### config.mk
export PLATFORM = sky130hd
export DESIGN_NAME = vga_port_arbiter
export DESIGN_NICKNAME = d
export VERILOG_FILES = /design/src/rtl/vga_port_arbiter.sv
export SDC_FILE = /design/constraint.sdc
export NUM_CORES = 1
export LEC_CHECK = 0
export CORE_MARGIN = 2
export CORE_UTILIZATION = 46
export CTS_CLUSTER_DIAMETER = 30
export DETAILED_ROUTE_END_ITERATION = 7
export GPL_ROUTABILITY_DRIVEN = 0
export PLACE_DENSITY_LB_ADDON = 0.08
export SETUP_SLACK_MARGIN = 0.4
export SLEW_MARGIN = 10
export SYNTH_ARGS = -nofsm -noshare
export SYNTH_HDL_FRONTEND = slang
export SYNTH_SLANG_ARGS = --single-unit
### constraint.sdc
create_clock -name clock -period 2.75 [get_ports clock]
set_clock_uncertainty 0.05 [all_clocks]
set_input_delay 0.825 -clock clock [delete_from_list [all_inputs] [get_ports clock]]
set_output_delay 0.825 -clock clock [all_outputs]
set_load 0.01 [all_outputs]
### src/rtl/vga_port_arbiter.sv
// Round-robin arbiter that gives the drawing engines exclusive bursts on the VGA plot port.
// A hold-time watchdog revokes a stuck owner, which must then drop its request before it can be granted again.
module vga_port_arbiter #(
  parameter int NUM_REQ  = 3,
  parameter int MAX_HOLD = 100000,
  parameter int HOLD_W   = 17
) (
  input  logic                   clock,
  input  logic                   reset,
  input  logic [NUM_REQ-1:0]     req,
  input  logic [NUM_REQ-1:0]     plot_in,
  input  logic [9*NUM_REQ-1:0]   x_in,
  input  logic [8*NUM_REQ-1:0]   y_in,
  input  logic [3*NUM_REQ-1:0]   color_in,
  output logic [NUM_REQ-1:0]     grant,
  output logic [8:0]             vga_x,
  output logic [7:0]             vga_y,
  output logic [2:0]             vga_color,
  output logic                   vga_plot,
  output logic                   busy,
  output logic                   timeout_pulse,
  output logic [1:0]             timeout_id
);

  localparam int IDX_W = (NUM_REQ > 1) ? $clog2(NUM_REQ) : 1;

  typedef enum logic {IDLE, GRANT} state_t;

  state_t               state_q, state_d;
  logic [NUM_REQ-1:0]   grant_q, grant_d;
  logic [IDX_W-1:0]     owner_q, owner_d;
  logic [IDX_W-1:0]     last_ptr_q, last_ptr_d;
  logic [HOLD_W-1:0]    hold_cnt_q, hold_cnt_d;
  logic [NUM_REQ-1:0]   mask_q, mask_d;
  logic [8:0]           vga_x_q, vga_x_d;
  logic [7:0]           vga_y_q, vga_y_d;
  logic [2:0]           vga_color_q, vga_color_d;
  logic                 vga_plot_q, vga_plot_d;
  logic                 timeout_pulse_q, timeout_pulse_d;
  logic [1:0]           timeout_id_q, timeout_id_d;

  logic [8:0]           x_arr     [NUM_REQ];
  logic [7:0]           y_arr     [NUM_REQ];
  logic [2:0]           color_arr [NUM_REQ];
  logic [NUM_REQ-1:0]   eligible;
  logic                 win_found;
  logic [IDX_W-1:0]     win_idx;
  logic [IDX_W-1:0]     cand;

  for (genvar gi = 0; gi < NUM_REQ; gi++) begin : g_unpack
    assign x_arr[gi]     = x_in[9*gi +: 9];
    assign y_arr[gi]     = y_in[8*gi +: 8];
    assign color_arr[gi] = color_in[3*gi +: 3];
  end

  assign eligible = req & ~mask_q;

  // Rotating scan starting just after the last winner; the first eligible index wins.
  always_comb begin
    win_found = 1'b0;
    win_idx   = '0;
    cand      = '0;
    for (int k = 1; k <= NUM_REQ; k++) begin
      cand = IDX_W'((int'(last_ptr_q) + k) % NUM_REQ);
      if (!win_found && eligible[cand]) begin
        win_found = 1'b1;
        win_idx   = cand;
      end
    end
  end

  always_comb begin
    state_d         = state_q;
    grant_d         = grant_q;
    owner_d         = owner_q;
    last_ptr_d      = last_ptr_q;
    hold_cnt_d      = hold_cnt_q;
    mask_d          = mask_q & req;
    vga_x_d         = vga_x_q;
    vga_y_d         = vga_y_q;
    vga_color_d     = vga_color_q;
    vga_plot_d      = 1'b0;
    timeout_pulse_d = 1'b0;
    timeout_id_d    = timeout_id_q;

    case (state_q)
      IDLE: begin
        if (win_found) begin
          grant_d          = '0;
          grant_d[win_idx] = 1'b1;
          owner_d          = win_idx;
          last_ptr_d       = win_idx;
          hold_cnt_d       = '0;
          state_d          = GRANT;
        end
      end
      GRANT: begin
        vga_x_d     = x_arr[owner_q];
        vga_y_d     = y_arr[owner_q];
        vga_color_d = color_arr[owner_q];
        hold_cnt_d  = (hold_cnt_q == '1) ? hold_cnt_q : hold_cnt_q + 1'b1;
        // Release is checked first so a simultaneous release never counts as a timeout.
        if (!req[owner_q]) begin
          grant_d = '0;
          state_d = IDLE;
        end else if (hold_cnt_q == HOLD_W'(MAX_HOLD - 1)) begin
          grant_d          = '0;
          state_d          = IDLE;
          timeout_pulse_d  = 1'b1;
          timeout_id_d     = 2'(owner_q);
          mask_d[owner_q]  = 1'b1;
        end else begin
          vga_plot_d = plot_in[owner_q];
        end
      end
      default: state_d = IDLE;
    endcase
  end

  always_ff @(posedge clock) begin
    if (reset) begin
      state_q         <= IDLE;
      grant_q         <= '0;
      owner_q         <= '0;
      last_ptr_q      <= IDX_W'(NUM_REQ - 1);
      hold_cnt_q      <= '0;
      mask_q          <= '0;
      vga_x_q         <= '0;
      vga_y_q         <= '0;
      vga_color_q     <= '0;
      vga_plot_q      <= 1'b0;
      timeout_pulse_q <= 1'b0;
      timeout_id_q    <= '0;
    end else begin
      state_q         <= state_d;
      grant_q         <= grant_d;
      owner_q         <= owner_d;
      last_ptr_q      <= last_ptr_d;
      hold_cnt_q      <= hold_cnt_d;
      mask_q          <= mask_d;
      vga_x_q         <= vga_x_d;
      vga_y_q         <= vga_y_d;
      vga_color_q     <= vga_color_d;
      vga_plot_q      <= vga_plot_d;
      timeout_pulse_q <= timeout_pulse_d;
      timeout_id_q    <= timeout_id_d;
    end
  end

  assign grant         = grant_q;
  assign vga_x         = vga_x_q;
  assign vga_y         = vga_y_q;
  assign vga_color     = vga_color_q;
  assign vga_plot      = vga_plot_q;
  assign busy          = (state_q == GRANT);
  assign timeout_pulse = timeout_pulse_q;
  assign timeout_id    = timeout_id_q;

endmodule

Word-level counts from Yosys, hierarchy flattened
Index checks and enable logic that the tools add are counted.
{ "op_classes": {"n_addsub": 4, "n_div": 3, "order_cmp": 8, "eq_ne": 5, "muxes": 44, "n_bitwise": 7, "reduce_logical": 12} }
{ "op_table": {"columns": ["cell", "n"], "rows": [
  ["32-bit by 3-bit remainder unit with 32-bit output (second input constant)", 3],
  ["17-bit equality test (second input constant)", 2],
  ["17-bit two-way mux", 2],
  ["17-bit one-hot mux with 2 select lines", 1],
  ["3-bit two-way mux", 8],
  ["9-bit binary-select mux with 2-bit select", 1],
  ["9-bit two-way mux", 2],
  ["17-bit by 1-bit adder with 17-bit output (second input constant)", 1],
  ["8-bit binary-select mux with 2-bit select", 1],
  ["8-bit two-way mux", 2],
  ["2-bit by 3-bit less-than comparator with 1-bit output (second input constant)", 5],
  ["1-bit two-way mux", 14],
  ["1-bit binary-select mux with 2-bit select", 5],
  ["2-bit by 2-bit adder with 3-bit output (second input constant)", 2],
  ["3-bit bitwise AND", 2],
  ["3-bit binary-select mux with 2-bit select", 1],
  ["2-bit two-way mux", 3],
  ["3-bit one-hot mux with 2 select lines", 1],
  ["2-bit AND reduction", 3],
  ["1-bit demux with 2-bit select", 2],
  ["2-bit by 1-bit greater-or-equal comparator with 1-bit output (second input constant)", 2],
  ["1-bit logical AND", 4],
  ["2-bit != test (second input constant)", 2],
  ["4-bit OR reduction", 1],
  ["other kinds (11)", 13]
]} }
{ "totals": {"ff_bits": 52, "output_inout_bits": 28} }

Depth between registers and ports, before layout
{ "logic_depth": {"ltp_word": 17, "depth_mapped": 10, "mapped_depth_nobuf": 10} }

Worst setup path before layout
OpenSTA, ideal clock, no wires.
{ "synth_path": {"kind": "register to register", "startpoint": "register, netlist name owner_q[0]", "endpoint": "register hold_cnt_q[5]", "setup_time_ns": 0.088, "arrival_time_ns": 2.309, "slack_ns": 0.302, "path_stages_with_launch": 11, "path_cell_list": "dfxtp_1 > inv_1 > clkbuf_1 > ha_1 > buf_4 > and2_2 > o2111ai_4 > a2111oi_4 > buf_6 > nor2_1 > a311oi_2"} }
{ "synth_lines": {"columns": ["item", "line_no", "text"], "rows": [
  ["end signal: assignment", "139", "hold_cnt_q <= hold_cnt_d;"],
  ["end: declaration", "33", "logic [HOLD_W-1:0] hold_cnt_q, hold_cnt_d;"]
]} }

Worst setup path after layout
{ "layout_path": {"startpoint": "register last_ptr_q[1]", "endpoint": "register hold_cnt_q[15]"} }
{ "layout_via": {"elab_chain_len": 13} }
{ "layout_lines": {"columns": ["item", "line_no", "text"], "rows": [
  ["start: declaration", "32", "logic [IDX_W-1:0] last_ptr_q, last_ptr_d;"],
  ["start signal: assignment", "125", "last_ptr_q <= IDX_W'(NUM_REQ - 1);"],
  ["start signal: assignment", "138", "last_ptr_q <= last_ptr_d;"],
  ["2-bit by 1-bit adder with 3-bit output", "64", "cand = IDX_W'((int'(last_ptr_q) + k) % NUM_REQ);"],
  ["32-bit by 3-bit remainder unit with 32-bit output", "64", null],
  ["1-bit binary-select mux with 2-bit select", "65", "if (!win_found && eligible[cand]) begin"],
  ["1-bit two-way mux (implied by the code)", "65", null],
  ["1-bit two-way mux", "65", null],
  ["1-bit zero test", "65", null],
  ["1-bit logical AND", "65", null],
  ["1-bit two-way mux", "65", null],
  ["1-bit zero test", "65", null],
  ["1-bit logical AND", "65", null],
  ["1-bit two-way mux *", "65", null],
  ["2-bit != test (no line) *", null, null],
  ["2-bit AND reduction (no line) *", null, null]
]} }
Every way passes the cells marked *; elsewhere a longest branch is shown, timed or not. The select of a mux whose other input is x is not followed.
A chain may end at the register's enable or synchronous reset.

==> metrics <==
status=finished clean; Via Count=slightly below 3000; r2r startpoint=last_ptr_q[1]; R2R cell count=9; DR pass1 iterations=4; Worst-path clk slew=0.09 ns; most frequent cells in the layout=92 x clkdlybuf4s50_1, 44 x dfxtp_1, 36 x nor2_1, 31 x buf_4, 23 x nor3_1; worst skew pair latency=0.31 ns; Hold Crit Endpoint=mask_q[0]; highest fanout seen on the critical path=6; DRC Markers=0; share of layout cells above drive strength 1=25.0%; Die X=around 82 um; Hold Crit Class=register to register; Ports=between 90 and 100; relative slew slack=61.8%; Max Root-Sink Buffers=2; Syn Nets=397; delay-heaviest family, CP=simple AND/OR/NAND/NOR gates; Pwr Density=755 mW/mm^2; post-DP HPWL=5870 um; WL/cell=17.4 um; flop2flop setup slack=~0.35 ns; fin util=73.5%; Die Area=0.00678 mm^2; GRT Util Overall=between 20% and 30%; Max Cap Viol=0; # H-tree levels=2; Post-synth EDFFs=0; Via density=5.74; Worst setup EP type=register; I/O Buffers=95; WHS Path Cells=2; commonest non-fill, non-tap cell in the layout=clkdlybuf4s50_1; CTS hold repair buffers=0; first-pass GRT wire length=12500 um; post-synthesis xor/xnor area fraction=0.621%; worst vdd ir=around 0.45 mV; Mapped Avg Cell Area=8.71 um^2; hold_ws=roughly 0.43 ns; Post-Synthesis Cells=324; RSZ-0062 raised after global routing=yes; total grt overflow=0; CP startpoint=last_ptr_q[1]; initial drt markers=185; Adder-Cell Fraction of Synth Area=2.22%; DP Cell Count=491; sequential share of the synthesized area=36.2%; final worst path period need=2.40 ns; Final Hold Viols=0; simple-gate share of the synthesized area=24.6%; cts bufs inserted=5; largest net degree at the start of global routing=37; Slowest-stage cell, CP=or4_4; Buf+Inv Stages, Crit Path=3; core box area=0.00592 mm^2; CP arrival=roughly 2.6 ns; RR Endpoint=hold_cnt_q[15]; Clock Sinks=about 50; Synth Register Bits=51; CP Cell Sequence=inv_2, ha_4, or3b_4, a21oi_4, a2111oi_4, buf_4, buf_12, or4_4, a21oi_2; WP data required=about 3 ns; initial core utilization=between 40% and 50%; mux cell area share after synthesis=9.40%; final WL=8970 um; initial antenna violation count=0; Min-Delay Startpoint=mask_q[0]; fin cells=515; Worst setup SP type=register; Worst Max-Slew Pin Slew=0.572 ns; Async SR Flop Fraction=0%; Die Span Y=82.3 um; synth unique cells=54; number of global-route vias before repair=around 2700; leak pwr=about 1.5 nW; Detail Route Antenna Nets=0; synth warn=0; Cell Area, Synth=0.00282 mm^2; FMAX=416 MHz; CTS tree=done; dominant combinational cell family by area after synthesis=simple AND/OR/NAND/NOR gates; final setup fails=0; Primary FF master, synth=dfxtp_1; Site Rows=28; Final Cycle Share=87.3%; sum of negative setup slack=0 ns; Max stage delay on crit path=between 0.5 and 0.6 ns; Clk Tree Root Cell=clkbuf_8; antenna cells=0; Final #Nets=512; Layout area overhead=54.2%; final count of pins violating max slew=0; CP Class=register to register; compound-gate portion of the synthesized area=22.0%
[worst max-delay path by stage]
stage	endpoint	slack, ns	cells past startpoint
5_1_grt	hold_cnt_q[15]	0.31	9
2_1_floorplan	hold_cnt_q[15]	0.46	9
6_report	hold_cnt_q[15]	0.35	9
3_5_place_dp	hold_cnt_q[15]	-0.23	7
3_3_place_gp	hold_cnt_q[9]	-0.17	7
4_1_cts	hold_cnt_q[15]	0.37	8
[timing repair]
action | 4_1_cts | 5_1_grt
cloned | 1 | 1
resized for setup | 18 | 35
setup buffers | 7 | 7
setup endpoints to repair | 23 | 21
pin swaps | 15 | 14
[layout make-up]
cell class | count | area, um^2
multi-input cells | 243 | 1840
inverters | 8 | 30.0
well taps | 75 | 93.8
clock buffers | 6 | 72.6
clock inverters | 2 | 12.5
fillers | 459 | 1570
repair buffers | 130 | 1270
flip-flops and latches | 51 | 1030
[flip-flops by register name, indices dropped and copies added, names as in the netlist, 2 cells and up]
signal and count:
mask_q 3, timeout_id 2, vga_color 3, vga_y 8
grant 3, owner_q 2, hold_cnt_q 17, vga_x 9
[worst min-delay path, stage by stage, from the launching register on]
cell	delay (ns)
dfxtp_1	0.33
nand2_1	0.06
a21oi_1	0.05
[per-layer routing]
metal | up-vias | wire length (um) | track usage, % | part of all wire [%]
li1 | 1445 | - | - | -
met2 | 93 | 4630 | 42.0 | 52
met1 | 1406 | 3690 | 29.0 | 41
met4 | 0 | 125 | 6.67 | 1.4
met3 | 14 | 530 | 5.11 | 5.9
met5 | - | 0 | 0 | 0
[cells by family (layout without fill, tap and decap cells)]
family                     Yosys count  count (layout)
and+or+nand+nor                    129             129
AOI/OAI and AO/OA                   83              83
DFF                                 51              51
buffers and inverters               30             146
muxes                               24              24
adders and majority gates            5               5
xor gates and xnor gates             2               2
[through the flow]
stage,setup WS [ns],cell area [um^2],power (mW)
2_1_floorplan,0.464,2830,1.93
3_3_place_gp,-0.174,3930,2.54
3_5_place_dp,-0.227,3930,2.58
4_1_cts,0.370,4160,3.14
5_1_grt,0.306,4350,3.49
6_report,0.348,4350,3.29
[cells in the mapped netlist (2+ instances only)]
master / count / area [um^2]
o21ai_0: 9 / 45.0
buf_6: 2 / 22.5
nor4_1: 2 / 12.5
a21oi_1: 24 / 120
nand3_1: 11 / 55.1
mux2i_1: 4 / 40.0
xor2_1: 2 / 17.5
nor2_1: 36 / 135
and2_1: 3 / 18.8
buf_1: 3 / 11.3
o32ai_1: 2 / 17.5
or3_1: 7 / 43.8
nor3_1: 23 / 115
o31ai_1: 5 / 37.5
nand3b_1: 3 / 22.5
nand2b_1: 5 / 31.3
and3_1: 3 / 18.8
nand2_1: 18 / 67.6
or4_1: 5 / 37.5
clkbuf_1: 12 / 45.0
o21ai_1: 2 / 10.0
buf_2: 3 / 15.0
o2bb2a_1: 2 / 20.0
inv_1: 8 / 30.0
ha_1: 5 / 62.6
buf_4: 2 / 15.0
dfxtp_1: 51 / 1020
a211oi_1: 5 / 37.5
nand4_1: 2 / 12.5
mux2_2: 20 / 225
a21o_1: 2 / 15.0
a221oi_1: 20 / 175
o2bb2ai_1: 2 / 17.5
[power by group]
part / switching (mW) / total (mW) / internal, mW
registers: 0.112 / 1.01 / 0.895
clock network: 0.245 / 0.424 / 0.178
logic: 0.903 / 1.86 / 0.953
Note: power is estimated with default switching activity, not from simulation.
==> edit, RTL diff (same flow settings) <==
Make the reset (`reset`) asynchronous in one clocked block.
--- a/src/rtl/vga_port_arbiter.sv
+++ b/src/rtl/vga_port_arbiter.sv
@@ -117,7 +117,7 @@
     endcase
   end
 
-  always_ff @(posedge clock) begin
+  always_ff @(posedge clock or posedge reset) begin
     if (reset) begin
       state_q         <= IDLE;
       grant_q         <= '0;
Check against the original RTL: differs if reset is asserted again (counterexample within 4 cycles, from zero or initial values and one cycle with reset high); with reset held inactive, the same outputs for 4 cycles.
==> edit against the original RTL <==
Final cell count decreased by 3.3%; total power increased by 9.8%; area after synthesis increased by 1.0%; maximum frequency increased by 3.0%; design area decreased by 2.0%; sequential cell count unchanged; setup slack improved by 70 ps; clock power increased by 5.2%; wire length decreased by 11%.
==> edit: results <==
[logic_synthesis]
synthXorXnorAreaFrac = 0.0307
muxShareOfSynthArea = 0.0825
synthArstFlopShare = 1.00
synth_compound_area_frac = 0.182
ys_seq_area_frac = 0.448
synthTopCellsByCount = "nor2_1, dfrtp_1, a21oi_1"
synth.avg_cell_area_um2 = 9.14
synth_fp_nets = 385
synthAdderAreaFrac = 0.0219
netlist_area_um2 = 2850
synth_cell_types = 49
synthTopCellsByArea = "dfrtp_1, a21oi_1, mux2i_1"

[layout]
seq_cells = 51
n_all_inverters = 11
fillers = 491
drive_gt1_frac = 0.149
finalNetCount = 496
multi_input_area_share = 0.373
seqAreaFraction = 0.300
final-clk-cell-share = 0.0205
num-nonclk-buffers = 120
multi_input_comb_cells = 234
layout.nonclk_buf_frac = 0.275
design_area_um2 = 4270

[power_and_ir_drop]
p_leak_nw = 1.73
vdd_drop_max_uv = 680
cell_internal_pwr_mw = 2.14

[setup_path]
crit_path_end = "hold_cnt_q[9]"
path_max_fanout = 4
cpPeakStageDelay_ps = 410
worstSetupStartpoint = "hold_cnt_q[12]"
arrival_ps = 2470
reg2reg_slack_ps = 420
cpMaxStageDelayCell = "dfrtp_1"
path_delay_family = "simple AND/OR/NAND/NOR gates"

[hold_path]
holdCritStartpoint = "hold_cnt_q[15]"
min_path_cells = 1
hold_path_end = "hold_cnt_q[15]"

[clock_tree]
cts-resized-gates = 8
h-tree-depth = 2
cts_buffers = 5
cts_setup_buffers = 9

[timing]
finalHoldWorstSlack_ps = 477
relSlewSlack = 0.627
finalCriticalPeriod_ps = 2330

[drt]
drt_iter0_drc = 121
viasPerCell = 5.41
finalWirelength_um = 7960
avgRoutedWirePerCell_um = 16.0

[placement]
place_inst = 479
place_ws_ps = 24.2
dp_hpwl_um = 5550
post_dp_cell_area_um2 = 3970

[grt]
grt_use_total = 0.243
grt_pass1_vias = 2599
grt_pass1_wl_um = 12600
grt_max_degree = 57

[status]
status = "complete, no violations"
-- edit: cell types whose count changed after synthesis, moves of 6 or more --
cell      unedited run  this run
nor2_1              36        54
o21ai_1              2         8
a21oi_1             24        46
mux2i_1              4        22
dfrtp_1              0        50
dfxtp_1             51         0
a221oi_1            20         0
nor3_1              23         6
mux2_2              20         0
or3_1                7         1
o21ai_0              9         3
-- edit: power groups by stage --
stage | logic (mW) | registers (mW) | clock network (mW)
finish | 2.03 | 1.13 | 0.446
detailed placement | 1.89 | 1.14 | 0
CTS | 1.97 | 1.13 | 0.453
global placement | 1.85 | 1.13 | 0
floorplan | 1.04 | 1.19 | 0
global route | 2.21 | 1.16 | 0.488
-- edit: metal layers --
| layer | track usage | vias up | part of all wire |
|---|---|---|---|
| li1 | - | 1314 | - |
| met2 | 0.400 | 101 | 0.49 |
| met4 | 0.0672 | 0 | 0.0084 |
| met3 | 0.0750 | 8 | 0.070 |
| met5 | 0 | - | 0 |
| met1 | 0.308 | 1273 | 0.43 |
